File: src/rtl/ifu.sv
// LemonPC instruction fetch unit: one outstanding imem read feeding a DEPTH-entry {pc, inst} FIFO.
// Define IFU_PERF_EN to build the perf_fetched/perf_flushed counters; otherwise both read 0.
`timescale 1ns/1ps
module ifu #(
  parameter logic [63:0] RESET_PC = 64'h0000_0000_8000_0000,
  parameter int          DEPTH    = 2
) (
  input  logic        clk,
  input  logic        rst_n,
  output logic        imem_req_valid,
  input  logic        imem_req_ready,
  output logic [63:0] imem_req_addr,
  input  logic        imem_resp_valid,
  input  logic [31:0] imem_resp_data,
  output logic        out_valid,
  input  logic        out_ready,
  output logic [63:0] out_pc,
  output logic [31:0] out_inst,
  input  logic        redirect_valid,
  input  logic [63:0] redirect_pc,
  output logic [31:0] perf_fetched,
  output logic [31:0] perf_flushed
);
  localparam int          PW       = $clog2(DEPTH);
  localparam logic [PW:0] CNT_FULL = (PW+1)'(DEPTH);

  typedef enum logic [1:0] {IDLE, REQ, WAIT, DRAIN} state_e;
  typedef struct packed {
    logic [63:0] pc;
    logic [31:0] inst;
  } entry_t;

  state_e              state_q, state_d;
  logic [63:0]         fetch_pc_q, fetch_pc_d;
  logic [63:0]         inflight_pc_q, inflight_pc_d;
  entry_t [DEPTH-1:0]  fifo_q, fifo_d;
  logic [PW-1:0]       rd_ptr_q, rd_ptr_d, wr_ptr_q, wr_ptr_d;
  logic [PW:0]         cnt_q, cnt_d;

  logic        req_hs, push, pop, resp_drop;
  logic [63:0] redir_pc;
  logic        unused_redir_lsb;

  assign redir_pc         = {redirect_pc[63:2], 2'b00};
  assign unused_redir_lsb = ^redirect_pc[1:0];

  // Only request when a slot is free, so a returning response can always be pushed.
  assign imem_req_valid = (state_q == REQ) && (cnt_q < CNT_FULL);
  assign imem_req_addr  = fetch_pc_q;
  assign req_hs         = imem_req_valid && imem_req_ready;

  assign out_valid = (cnt_q != '0) && !redirect_valid;
  assign out_pc    = fifo_q[rd_ptr_q].pc;
  assign out_inst  = fifo_q[rd_ptr_q].inst;
  assign pop       = out_valid && out_ready;

  assign push      = (state_q == WAIT) && imem_resp_valid && !redirect_valid;
  assign resp_drop = imem_resp_valid &&
                     ((state_q == DRAIN) || ((state_q == WAIT) && redirect_valid));

  always_comb begin
    state_d       = state_q;
    fetch_pc_d    = fetch_pc_q;
    inflight_pc_d = inflight_pc_q;
    case (state_q)
      IDLE:  state_d = REQ;
      REQ: begin
        if (req_hs) begin
          inflight_pc_d = fetch_pc_q;
          fetch_pc_d    = fetch_pc_q + 64'd4;
          state_d       = WAIT;
        end
      end
      WAIT:  if (imem_resp_valid) state_d = REQ;
      DRAIN: if (imem_resp_valid) state_d = REQ;
      default: state_d = IDLE;
    endcase
    if (redirect_valid) begin
      fetch_pc_d = redir_pc;
      case (state_q)
        REQ:   state_d = req_hs ? DRAIN : REQ;
        WAIT:  state_d = imem_resp_valid ? REQ : DRAIN;
        // A response arriving here retires the only outstanding read; nothing more to wait for.
        DRAIN: state_d = imem_resp_valid ? REQ : DRAIN;
        default: state_d = REQ;
      endcase
    end
  end

  always_comb begin
    fifo_d   = fifo_q;
    rd_ptr_d = rd_ptr_q;
    wr_ptr_d = wr_ptr_q;
    cnt_d    = cnt_q;
    if (redirect_valid) begin
      rd_ptr_d = '0;
      wr_ptr_d = '0;
      cnt_d    = '0;
    end else begin
      if (push) begin
        fifo_d[wr_ptr_q].pc   = inflight_pc_q;
        fifo_d[wr_ptr_q].inst = imem_resp_data;
        wr_ptr_d              = wr_ptr_q + 1'b1;
      end
      if (pop) rd_ptr_d = rd_ptr_q + 1'b1;
      case ({push, pop})
        2'b10:   cnt_d = cnt_q + 1'b1;
        2'b01:   cnt_d = cnt_q - 1'b1;
        default: cnt_d = cnt_q;
      endcase
    end
  end

  always_ff @(posedge clk or negedge rst_n) begin
    if (!rst_n) begin
      state_q       <= IDLE;
      fetch_pc_q    <= RESET_PC;
      inflight_pc_q <= '0;
      fifo_q        <= '0;
      rd_ptr_q      <= '0;
      wr_ptr_q      <= '0;
      cnt_q         <= '0;
    end else begin
      state_q       <= state_d;
      fetch_pc_q    <= fetch_pc_d;
      inflight_pc_q <= inflight_pc_d;
      fifo_q        <= fifo_d;
      rd_ptr_q      <= rd_ptr_d;
      wr_ptr_q      <= wr_ptr_d;
      cnt_q         <= cnt_d;
    end
  end

`ifdef IFU_PERF_EN
  logic [31:0] perf_fetched_q, perf_fetched_d;
  logic [31:0] perf_flushed_q, perf_flushed_d;

  always_comb begin
    perf_fetched_d = perf_fetched_q + {31'd0, pop};
    perf_flushed_d = perf_flushed_q + {31'd0, resp_drop};
    if (redirect_valid) perf_flushed_d = perf_flushed_d + {{(31-PW){1'b0}}, cnt_q};
  end

  always_ff @(posedge clk or negedge rst_n) begin
    if (!rst_n) begin
      perf_fetched_q <= '0;
      perf_flushed_q <= '0;
    end else begin
      perf_fetched_q <= perf_fetched_d;
      perf_flushed_q <= perf_flushed_d;
    end
  end

  assign perf_fetched = perf_fetched_q;
  assign perf_flushed = perf_flushed_q;
`else
  logic unused_resp_drop;
  assign unused_resp_drop = resp_drop;
  assign perf_fetched     = '0;
  assign perf_flushed     = '0;
`endif

endmodule

File: config.mk
export PLATFORM = sky130hd
export DESIGN_NAME = ifu
export DESIGN_NICKNAME = d
export VERILOG_FILES = /design/src/rtl/ifu.sv
export SDC_FILE = /design/constraint.sdc
export NUM_CORES = 1
export LEC_CHECK = 0
export ABC_AREA = 0
export ABC_CLOCK_PERIOD_IN_PS = 3100
export CAP_MARGIN = 0
export CORE_MARGIN = 2
export CORE_UTILIZATION = 40
export DETAILED_ROUTE_END_ITERATION = 16
export PLACE_DENSITY = 0.65
export SLEW_MARGIN = 0
export SYNTH_ARGS = -nofsm -noshare
export SYNTH_HDL_FRONTEND = slang
export SYNTH_SLANG_ARGS = --single-unit
File: constraint.sdc
create_clock -name clk -period 3.1 [get_ports clk]
set_input_delay 0.93 -clock clk [delete_from_list [all_inputs] [get_ports clk]]
set_output_delay 0.93 -clock clk [all_outputs]
set_load 0.005 [all_outputs]
# --- Word level (Yosys, flattened, before mapping) ---
# Index checks and enable logic that the tools add are counted.
word_totals:
  in_bits: 102
  reg_bits: 326
  elab_cells: 71
op_classes:
  n_eq_ne: 7
  mux: 24
  n_addsub: 5
  reduce_logical: 20
  bitwise_logic: 1
  order_cmp: 4
ops:
  columns: ["operator", "n"]
  rows:
  - ["$bwmux W192", 2]
  - ["$mux W96", 3]
  - ["$demux W96 S1", 2]
  - ["$mux W64", 3]
  - ["$add A64 B3 Y64 const B", 1]
  - ["$mux W32", 1]
  - ["$mux W2", 6]
  - ["$reduce_bool A2 Y1", 5]
  - ["$pmux W2 S2", 2]
  - ["$reduce_and A2 Y1", 4]
  - ["$logic_and A1 B1 Y1", 7]
  - ["$eq A2 B2 Y1 const B", 3]
  - ["$pmux W2 S3", 1]
  - ["$eq A2 B1 Y1 const B", 2]
  - ["$lt A1 B2 Y1 const B", 2]
  - ["$mux W1", 4]
  - ["$ne A3 B1 Y1 const B", 1]
  - ["$ne A3 B3 Y1 const B", 1]
  - ["$reduce_bool A3 Y1", 1]
  - ["$add A1 B1 Y1 const B", 2]
  - ["$add A2 B1 Y2 const B", 1]
  - ["$logic_not A2 Y1", 1]
  - ["$lt A2 B2 Y1 const B", 1]
  - ["$reduce_or A2 Y1", 1]
  - ["4 further kinds", 4]

# --- Logic depth before layout (Yosys ltp) ---
depth:
  word_depth: 6
  ltp_mapped: 8
  ltp_nobuf: 6

# --- Least setup slack after synthesis ---
# Ideal clock, no wire load.
synth_timing:
  path_kind: "input -> register"
  from: "in imem_req_ready"
  to: "reg fetch_pc_q[52], in the netlist imem_req_addr[52]"
  path_buffers: 2
  setup_ns: 0.082
  path_slack_ns: 0.109
  arrival_time_ns: 2.909
  required_ns: 3.018
  path_stages: 7
  cell_sequence: "nand4bb_4 or4_1 buf_2 or4_1 buf_2 or4_1 a31oi_1"
synth_via:
  elab_chain_len: 3
synth_lines:
  columns: ["element", "line_no", "text"]
  rows:
  - ["start: declaration", "11", "input logic imem_req_ready,"]
  - ["$logic_and A1 B1 Y1", "50", "assign req_hs = imem_req_valid && imem_req_ready;"]
  - ["$reduce_bool A2 Y1 (no source line)", null, null]
  - ["$reduce_and A2 Y1 (no source line)", null, null]
  - ["end signal: assignment", "125", "fetch_pc_q <= fetch_pc_d;"]
  - ["end: declaration", "34", "logic [63:0] fetch_pc_q, fetch_pc_d;"]
# No other way between the ends.
# A chain may end at the register's enable or synchronous reset.

# --- Final worst setup path ---
layout_timing:
  from: "reg rd_ptr_q"
  to: "out out_pc[34]"
layout_via:
  elab_chain_len: 2
layout_lines:
  columns: ["element", "line_no", "text"]
  rows:
  - ["start: declaration", "37", "logic [PW-1:0] rd_ptr_q, rd_ptr_d, wr_ptr_q, wr_ptr_d;"]
  - ["start signal: assignment", "128", "rd_ptr_q <= rd_ptr_d;"]
  - ["$mux W96 (2 in a row)", null, null]
  - ["end: declaration", "17", "output logic [63:0] out_pc,"]
# No other way between the ends. The select of a mux whose other input is x is not followed.

==> out/metrics.cfg <==
[placement]
routabilityCongestion = 0.906
dp_hpwl_um = 31200
port_buffers = 257

[routing]
routed_wl_um = 44600
num_vias = 11344
first_iter_violations = 697
postRouteAntennaNets = 0
dr.pass1.iters = 5
avgRoutedWirePerCell_um = 20.5
via_per_inst = 5.22
drc = 0

[synthesis]
ys_ff_latch = 318
syn_inst = 1360
synth_top_family_by_area = multiplexers
synthTopCellsByArea = dfrtp_1 (52%), mux2_2 (21%), nand2_1 (5.7%), buf_4 (3.4%), nand4_1 (1.9%)
ys_types = 47
synth_top_area_share_pct = 52.2
yosysSeqAreaShare_pct = 52.4
dominantRegCellSynth = dfrtp_1
syn_area_per_cell_um2 = 11.2
synth-xor-area-share_pct = 2.19
yosysWarnings = 0
synth-simple-area-share_pct = 14.2
synth-edff-count = 0
synth_compound_area_share_pct = 3.80
synth.area.mux_share_pct = 21.5
yosys.area.top_type = dfrtp_1
syn_area_mm2 = 0.0152
synthArstFlopShare_pct = 100
synth-adder-area-share_pct = 0.0824

[run]
cap_violations = 0

[global_routing]
antenna_found_initial = 2
first_global_vias = 11524
track_usage_pct = 22.2
overflow = 0
grt_max_degree = 85
grt_pass1_wl_um = 67300

[sta]
finalCriticalPeriod_ns = 3.04
hold_viol = 0
hold_slack_ns = 0.432
rsz0062_at_grt = false
fin_skew_ns = 0.0164
fin_crit_sh_pct = 98.2
max_freq_ghz = 0.329
setup_viol = 0
timing.slew.headroom_pct = 51.0
tightest_slew_ns = 0.729
slew_viol_final = 0

[floorplanning]
fp.coreArea_mm2 = 0.0375
die_w_um = 199
start_util_pct = 40.5
die_y_um = 199
dieArea_mm2 = 0.0395
ios = 328
rows = 71

[clock_tree]
clockBufferDepth = 3
cts_tree = done
cts-root-buf = clkbuf_16
cts_max_level = 2
cts-buffers-inserted = 37
hold_buffers = 0
clkSlewWorstSetupHoldPaths_ns = 0.06
clock_latency_ns = 0.52
cts_sinks = 318

[critical_path]
crit_top_cell = buf_12
cp_slowest_cell = clkdlybuf4s50_1
cp-end-kind = output port
crit_path_max_fanout = 18
required_ns = 2.17
worstPathCellList = buf_12 -> buf_12 -> mux2_2 -> clkdlybuf4s50_1
worstSetupPathType = register to output port
cp-start-kind = register
crit_arrival_ns = 2.11
cpPeakStageDelay_ns = 0.45

[cells_and_area]
area_growth_pct = 30.0
multiInputGateArea_mm2 = 0.00662
drive_above_1_share_pct = 25.3
nNetsFinal = 1742
fin_util_pct = 52.7
mostFrequentLayoutCells = dfrtp_1 (316), mux2_2 (284), clkdlybuf4s50_1 (247), nand2_1 (230), conb_1 (68)
seq_area_mm2 = 0.00796
fillCellCount = 3346
final_common_cell = dfrtp_1

[power_and_ir_drop]
irDropWorstVdd_uv = 383
clkPwrFrac_pct = 32.9
internal_power_mw = 9.45
seqPwrFrac_pct = 43.0
combPwrFrac_pct = 24.1
switchingPower_mw = 3.50
power_density_mw_per_mm2 = 656
leakagePower_nw = 9.02
swShare_pct = 27.0

[status]
status = finished, final reports clean

[hold_path]
worstHoldPathType = input port to asynchronous set/reset pin

==> registers in the layout, summed over array words and instances, names as in the netlist <==
signal,count
rd_ptr_q,1
wr_ptr_q,1
state_q,2
inflight_pc_q,62
imem_req_addr,62
fifo_q,188
cnt_q,2
==> worst paths after layout <==
path / from / endpoint / slack (ns) / cells after the start
setup / recovery: rd_ptr_q / out_pc[34] / 0.06 / 4
hold / removal: rst_n / inflight_pc_q[10] / 0.43 / 1
setup reg to reg: imem_req_addr[2] / imem_req_addr[52] / 0.29 / 6
hold reg to reg: inflight_pc_q[35] / inflight_pc_q[35] / 0.49 / 2
max in group asynchronous: rst_n / fifo_q[11] / 1.87 / 2
min in group clk: inflight_pc_q[35] / inflight_pc_q[35] / 0.49 / 2
==> power by group through the flow <==
stage                     registers (mW)  logic (mW)  clock network [mW]
final                               5.57        3.12                4.26
after global routing                5.70        3.40                4.54
after CTS                           5.57        3.16                4.36
after detailed placement            5.64        3.16                   0
after global placement              5.58        3.12                   0
after floorplan                     5.41        1.53                   0
==> cell usage after synthesis, types with 5 or more instances <==
cell and n:
nand2_1 231, xor2_1 19, o31ai_1 6, buf_1 11, nor2b_1 9, a31oi_1 15, inv_1 15, xnor2_1 19
nand3_1 34, and2_1 6, dfrtp_1 317, mux2_2 285, nor3_1 18, clkbuf_1 64, and3_1 10, buf_4 68
nand4_1 47, or4_1 10, and4_1 6, o21ai_0 55, or3_1 6, nor2_1 39, mux2i_1 5, nor4_1 26
==> critical path: cells and delay by family, from the launching register on <==
family / cells / cell delay (ns)
DFF: 1 / 0.44
muxes: 1 / 0.39
buffers and inverters: 3 / 0.76
==> logic make-up (layout without fill, tap and decap cells) <==
family / Yosys count / count (layout)
and+or+nand+nor: 452 / 452
DFF: 318 / 318
muxes: 290 / 290
buffers and inverters: 165 / 401
AOI/OAI and AO/OA: 95 / 95
xor gates and xnor gates: 38 / 38
adders and majority gates: 1 / 1
other: 1 / 69
==> layout make-up <==
type / count / area share [%]
diodes: 1 / 0.0127
clock buffers: 52 / 5.38
clock inverters: 11 / 0.596
inverters: 16 / 0.304
multi-input cells: 944 / 33.5
flip-flops and latches: 318 / 40.3
well taps: 511 / 3.24
repair buffers: 322 / 16.6
==> routing by layer <==
metal / routed length, µm / global-route usage (%) / vias up
met1: 19200 / 29.6 / 5641
li1: - / - / 5181
met3: 3480 / 5.21 / 79
met5: 13 / 0 / -
met4: 1300 / 7.10 / 2
met2: 20600 / 35.9 / 441
==> timing repair <==
action / 4_1_cts / 5_1_grt
gates resized for setup: 10 / 2
endpoints found under the setup margin: 76 / 55
setup buffers: 2 / 3
cloned: 0 / 2
==> per-stage QoR <==
| step | TNS, ns | worst slack, ns | cell area, µm² | cells | total power [mW] |
|---|---|---|---|---|---|
| 2_1_floorplan | 0 | 0.109 | 15400 | 1427 | 6.95 |
| 3_3_place_gp | -2.43 | -0.391 | 18500 | 2104 | 8.70 |
| 3_5_place_dp | -3.46 | -0.433 | 18500 | 2104 | 8.80 |
| 4_1_cts | 0 | 0.00220 | 19600 | 2169 | 13.1 |
| 5_1_grt | 0 | 0.000982 | 19700 | 2175 | 13.6 |
| 6_report | 0 | 0.0564 | 19700 | 2175 | 13.0 |
Note: power is estimated with default switching activity, not from simulation.
